$ cat src/rtl/vctcxo_dac_pkg.sv
// Shared types and constants for the VCTCXO tuning DAC arbiter.
// AD5662 frame layout, power-down encodings and arbiter states.
package vctcxo_dac_pkg;

    localparam int FRAME_BITS = 24;

    typedef enum logic [1:0] {
        NORMAL      = 2'b00,
        PD_1K       = 2'b01,
        PD_100K     = 2'b10,
        PD_TRISTATE = 2'b11
    } pd_mode_e;

    typedef enum logic [1:0] {
        ST_INIT,
        ST_IDLE,
        ST_SHIFT,
        ST_GAP
    } arb_state_e;

    function automatic logic [FRAME_BITS-1:0] frame_word(
        input pd_mode_e    pd,
        input logic [15:0] code
    );
        return {6'b0, pd, code};
    endfunction

endpackage

$ cat src/rtl/ad5662_spi_shifter.sv
// Serialises one 24-bit AD5662 frame, MSB first, DAC samples on sclk fall.
// done is high in the last low-phase cycle so the caller can latch in step.
module ad5662_spi_shifter
    import vctcxo_dac_pkg::*;
#(
    parameter int SCLK_DIV = 2
) (
    input  logic                  refclk,
    input  logic                  reset,
    input  logic                  start,
    input  logic [FRAME_BITS-1:0] word,
    output logic                  done,
    output logic                  sclk,
    output logic                  mosi,
    output logic                  sync_n
);

    localparam int DW = (SCLK_DIV > 1) ? $clog2(SCLK_DIV) : 1;
    localparam logic [DW-1:0] DIV_LAST = DW'(SCLK_DIV - 1);

    logic                  active;
    logic                  high;
    logic [DW-1:0]         div;
    logic [4:0]            bit_cnt;
    logic [FRAME_BITS-1:0] shreg;
    logic                  half_end;

    assign half_end = (div == DIV_LAST);
    assign done     = active & ~high & half_end & (bit_cnt == 5'd0);

    always_ff @(posedge refclk) begin
        if (reset) begin
            active  <= 1'b0;
            high    <= 1'b0;
            div     <= '0;
            bit_cnt <= '0;
            shreg   <= '0;
            sclk    <= 1'b1;
            mosi    <= 1'b0;
            sync_n  <= 1'b1;
        end else if (start && !active) begin
            active  <= 1'b1;
            high    <= 1'b1;
            div     <= '0;
            bit_cnt <= 5'(FRAME_BITS - 1);
            shreg   <= word << 1;
            mosi    <= word[FRAME_BITS-1];
            sclk    <= 1'b1;
            sync_n  <= 1'b0;
        end else if (active) begin
            if (!half_end) begin
                div <= div + 1'b1;
            end else begin
                div <= '0;
                if (high) begin
                    high <= 1'b0;
                    sclk <= 1'b0;
                end else if (bit_cnt == 5'd0) begin
                    // Last bit sampled: release the line to idle.
                    active <= 1'b0;
                    sclk   <= 1'b1;
                    sync_n <= 1'b1;
                    mosi   <= 1'b0;
                end else begin
                    high    <= 1'b1;
                    sclk    <= 1'b1;
                    mosi    <= shreg[FRAME_BITS-1];
                    shreg   <= shreg << 1;
                    bit_cnt <= bit_cnt - 1'b1;
                end
            end
        end
    end

endmodule

$ cat src/rtl/vctcxo_dac_arbiter.sv
// Two-writer arbiter for the AD5662 VCTCXO tuning DAC (host over loop).
// Writes INIT_VALUE after every reset, then one frame per accepted request.
module vctcxo_dac_arbiter
    import vctcxo_dac_pkg::*;
#(
    parameter int          SCLK_DIV   = 2,
    parameter int          SYNC_GAP   = 2,
    parameter logic [15:0] INIT_VALUE = 16'd32767,
    parameter pd_mode_e    PD_MODE    = NORMAL
) (
    input  logic        refclk,
    input  logic        reset,
    input  logic [15:0] loop_dat,
    input  logic        loop_valid,
    output logic        loop_ready,
    input  logic [15:0] host_dat,
    input  logic        host_valid,
    output logic        host_ready,
    input  logic        host_override,
    output logic        busy,
    output logic [15:0] dac_value,
    output logic        sclk,
    output logic        mosi,
    output logic        sync_n
);

    localparam int GW = (SYNC_GAP > 1) ? $clog2(SYNC_GAP) : 1;
    localparam logic [GW-1:0] GAP_LAST = GW'(SYNC_GAP - 1);

    arb_state_e  state;
    logic [GW-1:0] gap_cnt;
    logic [15:0] code_q;
    logic [15:0] code_next;
    logic        start;
    logic        done;

    always_comb begin
        start     = 1'b0;
        code_next = INIT_VALUE;
        unique case (1'b1)
            state == ST_INIT: begin
                start = 1'b1;
            end
            state == ST_IDLE && host_valid: begin
                start     = 1'b1;
                code_next = host_dat;
            end
            state == ST_IDLE && !host_valid
                && loop_valid && !host_override: begin
                start     = 1'b1;
                code_next = loop_dat;
            end
            default: ;
        endcase
    end

    // Override sinks loop traffic everywhere; otherwise host wins in IDLE.
    assign loop_ready = ~reset
                      & (host_override | (host_ready & ~host_valid));

    always_ff @(posedge refclk) begin
        if (reset) begin
            state      <= ST_INIT;
            gap_cnt    <= '0;
            code_q     <= '0;
            busy       <= 1'b0;
            host_ready <= 1'b0;
            dac_value  <= '0;
        end else begin
            unique case (state)
                ST_INIT: begin
                    code_q <= code_next;
                    state  <= ST_SHIFT;
                    busy   <= 1'b1;
                end
                ST_IDLE: begin
                    if (start) begin
                        code_q     <= code_next;
                        state      <= ST_SHIFT;
                        busy       <= 1'b1;
                        host_ready <= 1'b0;
                    end
                end
                ST_SHIFT: begin
                    if (done) begin
                        dac_value <= code_q;
                        gap_cnt   <= '0;
                        state     <= ST_GAP;
                    end
                end
                ST_GAP: begin
                    if (gap_cnt == GAP_LAST) begin
                        state      <= ST_IDLE;
                        busy       <= 1'b0;
                        host_ready <= 1'b1;
                    end else begin
                        gap_cnt <= gap_cnt + 1'b1;
                    end
                end
                default: state <= ST_INIT;
            endcase
        end
    end

    ad5662_spi_shifter #(
        .SCLK_DIV (SCLK_DIV)
    ) u_shifter (
        .refclk (refclk),
        .reset  (reset),
        .start  (start),
        .word   (frame_word(PD_MODE, code_next)),
        .done   (done),
        .sclk   (sclk),
        .mosi   (mosi),
        .sync_n (sync_n)
    );

endmodule

$ cat config.mk
export PLATFORM = sky130hd
export DESIGN_NAME = vctcxo_dac_arbiter
export DESIGN_NICKNAME = d
export VERILOG_FILES = /design/src/rtl/vctcxo_dac_pkg.sv /design/src/rtl/ad5662_spi_shifter.sv /design/src/rtl/vctcxo_dac_arbiter.sv
export SDC_FILE = /design/constraint.sdc
export NUM_CORES = 1
export LEC_CHECK = 0
export ABC_AREA = 1
export BUFFER_PORTS_ARGS = -buffer_cell sky130_fd_sc_hd__buf_2
export CORE_ASPECT_RATIO = 1.75
export CORE_MARGIN = 2
export CORE_UTILIZATION = 50
export CTS_CLUSTER_SIZE = 20
export DETAILED_ROUTE_END_ITERATION = 7
export PLACE_DENSITY = 0.81
export SETUP_SLACK_MARGIN = 0.05
export SYNTH_ARGS = -nofsm -noshare
export SYNTH_HDL_FRONTEND = slang
export SYNTH_HIERARCHICAL = 1
export SYNTH_SLANG_ARGS = --single-unit
export TNS_END_PERCENT = 5
$ cat constraint.sdc
create_clock -name refclk -period 5.6 [get_ports refclk]
set_clock_uncertainty 0.15 [all_clocks]
set_input_delay 0.28 -clock refclk [delete_from_list [all_inputs] [get_ports refclk]]
set_output_delay 0.28 -clock refclk [all_outputs]
set_load 0.005 [all_outputs]
# Yosys cells after proc, flatten, opt, wreduce, memory -nomap -nowiden
# Cells that the tools add are included.
# Widths: inputs -> output; s select.
[op_classes]
add_sub_neg = 3
div_mod_pow = 0
shift = 0
magnitude_cmp = 0
bitwise = 10
n_eq_ne = 8
multipliers = 0
reduce_logical = 31
muxes = 44
[ops]
columns = ["op", "count"]
rows = [
  ["$mux 17", 5],
  ["$pmux 16 s2", 2],
  ["$mux 5", 5],
  ["$mux 1", 24],
  ["$mux 16", 1],
  ["$reduce_and 3->1", 4],
  ["$reduce_and 4->1", 3],
  ["$reduce_bool 2->1", 6],
  ["$reduce_and 2->1", 5],
  ["$pmux 2 s4", 1],
  ["$mux 2", 3],
  ["$ne 2x2->1 const B", 3],
  ["$and 1x1->1", 5],
  ["$logic_and 1x1->1", 5],
  ["$logic_not 5->1", 1],
  ["$sub 5x1->5 const B", 1],
  ["$eq 2x2->1 const B", 2],
  ["$ne 2x1->1 const B", 2],
  ["$not 1->1", 4],
  ["$pmux 1 s2", 2],
  ["$logic_not 1->1", 3],
  ["$pmux 1 s3", 1],
  ["$reduce_bool 3->1", 1],
  ["$reduce_or 3->1", 1],
  ["other kinds (5)", 6],
]
[word_totals]
ram_bits = 0
memories = 0
mem_bits_ro = 0
out_inout_bits = 22
word_cells = 112
latch_bits = 0
reg_bits = 71
in_bits = 37

# Logic depth before layout (Yosys ltp)
[depth]
ltp_word = 9
depth_mapped = 14
depth_no_buf = 12

# By module
# Netlist, hierarchy kept.
[modules_own_cells]
columns = ["module", "seq_area_each_um2", "cells_per_inst", "area_each_um2", "instances"]
rows = [
  ["vctcxo_dac_arbiter", 740.7, 290, 1845.5, 1],
  ["ad5662_spi_shifter", 680.7, 245, 1791.7, 1],
]

# Worst setup path before layout
# No wires, ideal clock.
[synth_path]
path_kind = "register -> register"
from = "reg state[0]"
to = "reg u_shifter.shreg[10]"
path_buffers = 2
path_stages_with_launch = 13
period_less_slack_ps = 2019
arrival_ps = 1799
t_required_ps = 5379
setup_ps = 71
slack_ps = 3581
path_cell_list = "dfxtp_1 > inv_2 > nor2_4 > nand3_2 > nand2_4 > buf_6 > inv_2 > inv_1 > nor2_4 > inv_4 > clkbuf_1 > nand3_1 > a21oi_2"
[synth_between]
elab_chain_len = 9
word_cells_on_any_way = 16
cone_classes = "eq/ne: 3; mux: 3; reduce/logical: 10"
[synth_rtl]
columns = ["element", "line_no", "source"]
rows = [
  ["start, declared", "vctcxo_dac_arbiter.sv:30", "arb_state_e state;"],
  ["start signal, assigned", "vctcxo_dac_arbiter.sv:63", "state <= ST_INIT;"],
  ["start signal, assigned", "vctcxo_dac_arbiter.sv:73", "state <= ST_SHIFT;"],
  ["start signal, assigned", "vctcxo_dac_arbiter.sv:79", "state <= ST_SHIFT;"],
  ["$eq 2x1->1", "vctcxo_dac_arbiter.sv:44, vctcxo_dac_arbiter.sv:48", ""],
  ["$logic_and 1x1->1", "vctcxo_dac_arbiter.sv:48", "state == ST_IDLE && !host_valid"],
  ["$logic_and 1x1->1 (2 in a row)", "vctcxo_dac_arbiter.sv:49", "&& loop_valid && !host_override: begin"],
  ["$reduce_or 3->1 (no source line) *", "n/a", ""],
  ["$mux 1 *", "vctcxo_dac_arbiter.sv:40", "unique case (1'b1)"],
  ["named net start", "vctcxo_dac_arbiter.sv:34", "logic start;"],
  ["$logic_and 1x1->1 *", "ad5662_spi_shifter.sv:41", "end else if (start && !active) begin"],
  ["$ne 2x2->1 (no source line) (tied with other cells)", "n/a", ""],
  ["$reduce_and 4->1 (no source line)", "n/a", ""],
  ["end signal, assigned", "ad5662_spi_shifter.sv:46", "shreg <= word << 1;"],
  ["end signal, assigned", "ad5662_spi_shifter.sv:68", "shreg <= shreg << 1;"],
  ["end, declared", "ad5662_spi_shifter.sv:25", "logic [FRAME_BITS-1:0] shreg;"],
]
# Mark *: on every way through the listed nets, which the timed path passes. The rest lies on a longest branch.
# A chain may end at the register's enable or synchronous reset.

# Worst setup path in the final report
[layout_path]
from = "reg state[0]"
to = "reg u_shifter.high"
[layout_between]
elab_chain_len = 9
word_cells_on_any_way = 13
cone_classes = "eq/ne: 1; mux: 2; reduce/logical: 10"
[layout_rtl]
columns = ["element", "line_no", "source"]
rows = [
  ["$eq 2x1->1", "vctcxo_dac_arbiter.sv:44, vctcxo_dac_arbiter.sv:48", ""],
  ["$logic_and 1x1->1", "vctcxo_dac_arbiter.sv:48", ""],
  ["$logic_and 1x1->1 (2 in a row)", "vctcxo_dac_arbiter.sv:49", ""],
  ["$reduce_or 3->1 (no source line) *", "n/a", ""],
  ["$mux 1 *", "vctcxo_dac_arbiter.sv:40", ""],
  ["named net start", "vctcxo_dac_arbiter.sv:34", ""],
  ["$logic_and 1x1->1 *", "ad5662_spi_shifter.sv:41", ""],
  ["$reduce_bool 2->1 (no source line)", "n/a", ""],
  ["$reduce_and 2->1 (no source line)", "n/a", ""],
  ["end signal, assigned", "ad5662_spi_shifter.sv:34", "high <= 1'b0;"],
  ["end signal, assigned", "ad5662_spi_shifter.sv:43", "high <= 1'b1;"],
  ["end signal, assigned", "ad5662_spi_shifter.sv:56", "high <= 1'b0;"],
  ["end, declared", "ad5662_spi_shifter.sv:22", "logic high;"],
]
# Marks and branches as above.

==> summary by stage <==
Status
The run finished with clean final reports.

Global routing
The first global-routing pass estimated 13.5 mm of wire. The initial antenna violation count is 0. The total grt overflow is 0. The number of global-route vias before repair is 3195. Global routing used 22.2% of the available tracks. The maximum number of pins on one net before global-route repair is 54.

STA
The final-report max-slew violation count is 0. Setup repair after global routing left no endpoint under its margin. The worst relative slew slack is 31.0%. The clock period minus worst slack is 2.81 ns. The count of endpoints failing setup in the final report is 0.

The worst setup slack after layout is 2.79 ns. The achievable clock frequency is 356 MHz. In the finished design, the share of the clock period the worst path needs comes to 50.1%. The worst hold slack across all endpoints is 0.170 ns.

Summed over all failing endpoints, the final setup total negative slack is 0 ns. The actual transition at the worst max-transition pin is 1.03 ns. The final number of hold-violating endpoints is 0.

Placed design
The count of buffers added on input and output ports is 58. At the placement stage, the worst setup path has a slack of 2.56 ns. The wire-length estimate of the detail-placed layout is 5.57 mm.

The final weighted congestion in routability-driven placement is 0.839.

Power
For this design the static power due to leakage is 1.97 nW. Dividing total power by cell area gives a power density of 312 nW/um^2. VDD sags by at most 0.000166 V.

Finish
The layout has 667 filler cells. The post-route netlist has 21.6% of its cells at a drive strength greater than 1. The net count of the finished layout is 622. The library cells used most frequently in the layout, excluding fill and tap cells, are 139 x sky130_fd_sc_hd__nand2_1, 79 x sky130_fd_sc_hd__inv_1, 71 x sky130_fd_sc_hd__dfxtp_1.

The count of inserted antenna diode cells is 0. For this run, the share of the core covered by cells in the final layout is 59.0%. From synthesis to final layout, the design area changed by 15.7%. The most common cell after layout, fill and taps aside is sky130_fd_sc_hd__nand2_1.

Route
The iteration-0 DRC count of the detailed router is 218. In the routed layout, each cell is associated on average with a via count of 4.88. The highest metal layer with signal wires is met4.

After detailed routing, the met2 layer carries 4.26 mm of wire. The first detailed-routing pass took 4 iterations. The number of remaining DRC errors is 0. The routed length per instance is 12.0 um.

The via count of the routed design is 3294. The final layout contains routed wiring with a total length of 8.11 mm. The met3 wirelength from detailed routing is 301 um. The wire length on met1 is 3.31 mm. The final antenna-violating net count is 0.

Worst hold path
The worst hold path was traced through 5 stages. The worst min-delay path endpoint is code_q[3]. The type of the tightest min-delay check is in2reg. In this run the most critical hold path is launched from host_dat[3].

Logic synthesis
The synthesized design contains 0 enable-type register cells. The average instance area after synthesis is 6.80 um^2. In the synthesized netlist, the number of instances is 535.

The number of storage elements in the synthesis netlist is 71. The main flop type after synthesis is sky130_fd_sc_hd__dfxtp_1. The mapped netlist covers 3640 um^2. The portion of the post-synthesis area used by sequential elements is 39.1%.

The fraction of registers with async set/reset is 0%. Synthesis instantiated 30 different standard cells from the library. Yosys printed 6 warnings.

Worst setup path
The cell depth of the worst flop-to-flop path is 11. STA puts the critical path data required time at 5.67 ns. The critical path arrival is 2.88 ns. In this run the critical register-to-register path is captured at u_shifter/high. STA classifies the critical path endpoint as a register. STA classifies the critical path startpoint as a register. The reg-to-reg setup timing slack is 2.79 ns. The worst register-to-register path begins at state[0]. Of all nets on the critical path, the largest fanout is 53. The worst setup path is of the reg2reg kind.

Floorplanning
The region available for standard cell placement spans 7130 um^2. The area of the die is 8000 um^2. In this run the core area contains 41 standard-cell rows. Pin placement for this block handled 59 I/O pins.

The initial utilization of the core area, before any placement, comes to 51.0%. The die is 68.5 um wide. The vertical extent of the die is 117 um.

Clock network
The maximum clock insertion buffer count is 2. The number of levels the H-tree was split into is 3. The worst-skew pair later-pin latency is 0.33 ns.

The number of buffers inserted by hold repair at cts is 0. Clock-pin slew was measured on the worst setup and hold paths at 0.05 ns. Clock tree synthesis inserted a total of 9 buffers. In this run the clock root is driven by a sky130_fd_sc_hd__clkbuf_16.

TritonCTS built the clock tree. The count of cells resized by post-cts repair is 0. The number of sinks handled by clock tree synthesis is 71. The number of setup buffers added after CTS is 0.

Run
The number of max-capacitance violations reported is 0.
how the worst max path moves through the flow:
| stage | cells past startpoint | to | startpoint |
|---|---|---|---|
| 2_1_floorplan | 12 | u_shifter/shreg[10] | state[0] |
| 3_3_place_gp | 12 | u_shifter/shreg[3] | host_override |
| 3_5_place_dp | 12 | u_shifter/shreg[7] | host_override |
| 4_1_cts | 11 | u_shifter/high | state[0] |
| 5_1_grt | 7 | dac_value[3] | u_shifter/bit_cnt[0] |
| 6_report | 11 | u_shifter/high | state[0] |
where the power goes:
part	internal [W]	switching (W)	total (W)
clock	0.000381	0.000202	0.000584
sequential	0.000537	0.0000191	0.000556
combinational	0.0000592	0.000113	0.000173
metal layers:
metal	up-vias	global-route usage (%)
li1	1742	-
met3	20	6.02
met5	-	0
met2	65	38.5
met4	0	12.4
met1	1467	23.4
critical path: stages (launching register included):
cell and delay [ns]:
sky130_fd_sc_hd__dfxtp_1 0.44, sky130_fd_sc_hd__inv_2 0.09, sky130_fd_sc_hd__nor2_4 0.35, sky130_fd_sc_hd__nand3_2 0.18
sky130_fd_sc_hd__nand2_4 0.23, sky130_fd_sc_hd__inv_2 0.07, sky130_fd_sc_hd__inv_1 0.09, sky130_fd_sc_hd__nor2_4 0.12
sky130_fd_sc_hd__inv_4 0.41, sky130_fd_sc_hd__nand2_8 0.23, sky130_fd_sc_hd__o21ai_1 0.23, sky130_fd_sc_hd__inv_1 0.05
sequential cells by signal (all words and copies together), names as in the netlist, 2 cells and up:
| name | cells |
|---|---|
| u_shifter/shreg | 23 |
| code_q | 16 |
| dac_value | 16 |
| u_shifter/bit_cnt | 5 |
| state | 2 |
Yosys cell counts (2+ instances only):
library cell	number	area (um^2)
sky130_fd_sc_hd__nor2_4	2	22.5
sky130_fd_sc_hd__buf_4	3	22.5
sky130_fd_sc_hd__nor2_1	43	161
sky130_fd_sc_hd__buf_2	11	55.1
sky130_fd_sc_hd__inv_2	4	15.0
sky130_fd_sc_hd__dfxtp_1	71	1420
sky130_fd_sc_hd__a21oi_1	30	150
sky130_fd_sc_hd__nand2_1	139	522
sky130_fd_sc_hd__nand2_4	2	22.5
sky130_fd_sc_hd__clkbuf_1	9	33.8
sky130_fd_sc_hd__o21ai_0	22	110
sky130_fd_sc_hd__nand3_2	3	30.0
sky130_fd_sc_hd__inv_1	79	297
sky130_fd_sc_hd__nor3_1	17	85.1
sky130_fd_sc_hd__buf_12	2	40.0
sky130_fd_sc_hd__nand3_1	47	235
sky130_fd_sc_hd__nand2_2	20	125
sky130_fd_sc_hd__a21oi_2	19	166
through the flow:
step | area (um^2) | total power [W] | std cells
detailed placement | 3890 | 0.000736 | 659
CTS | 4210 | 0.00133 | 675
global route | 4210 | 0.00138 | 675
global placement | 3890 | 0.000731 | 659
floorplan | 3660 | 0.000702 | 542
finish | 4210 | 0.00131 | 675
cell families (layout without fill, tap and decap cells):
kind of cell | count (synthesis) | count (layout) | synth area share, %
compound gates | 73 | 73 | 12.3
fa+ha+maj | 1 | 1 | 0.344
buf+inv | 111 | 158 | 13.3
flops | 71 | 71 | 39.1
other cells | 1 | 8 | 0.103
simple gates | 278 | 278 | 34.8
area by class of cell:
class                      instances  area (um^2)  share of cell area, %
inverter                          84          318                   7.56
sequential                        71         1420                   33.8
tap                               86          108                   2.56
clock inverter                     2         37.5                  0.892
timing repair buffer              58          290                   6.90
clock buffer                      14          274                   6.51
multi-input combinational        360         1760                   41.8
No activity file was read; power rests on OpenSTA's default activity.
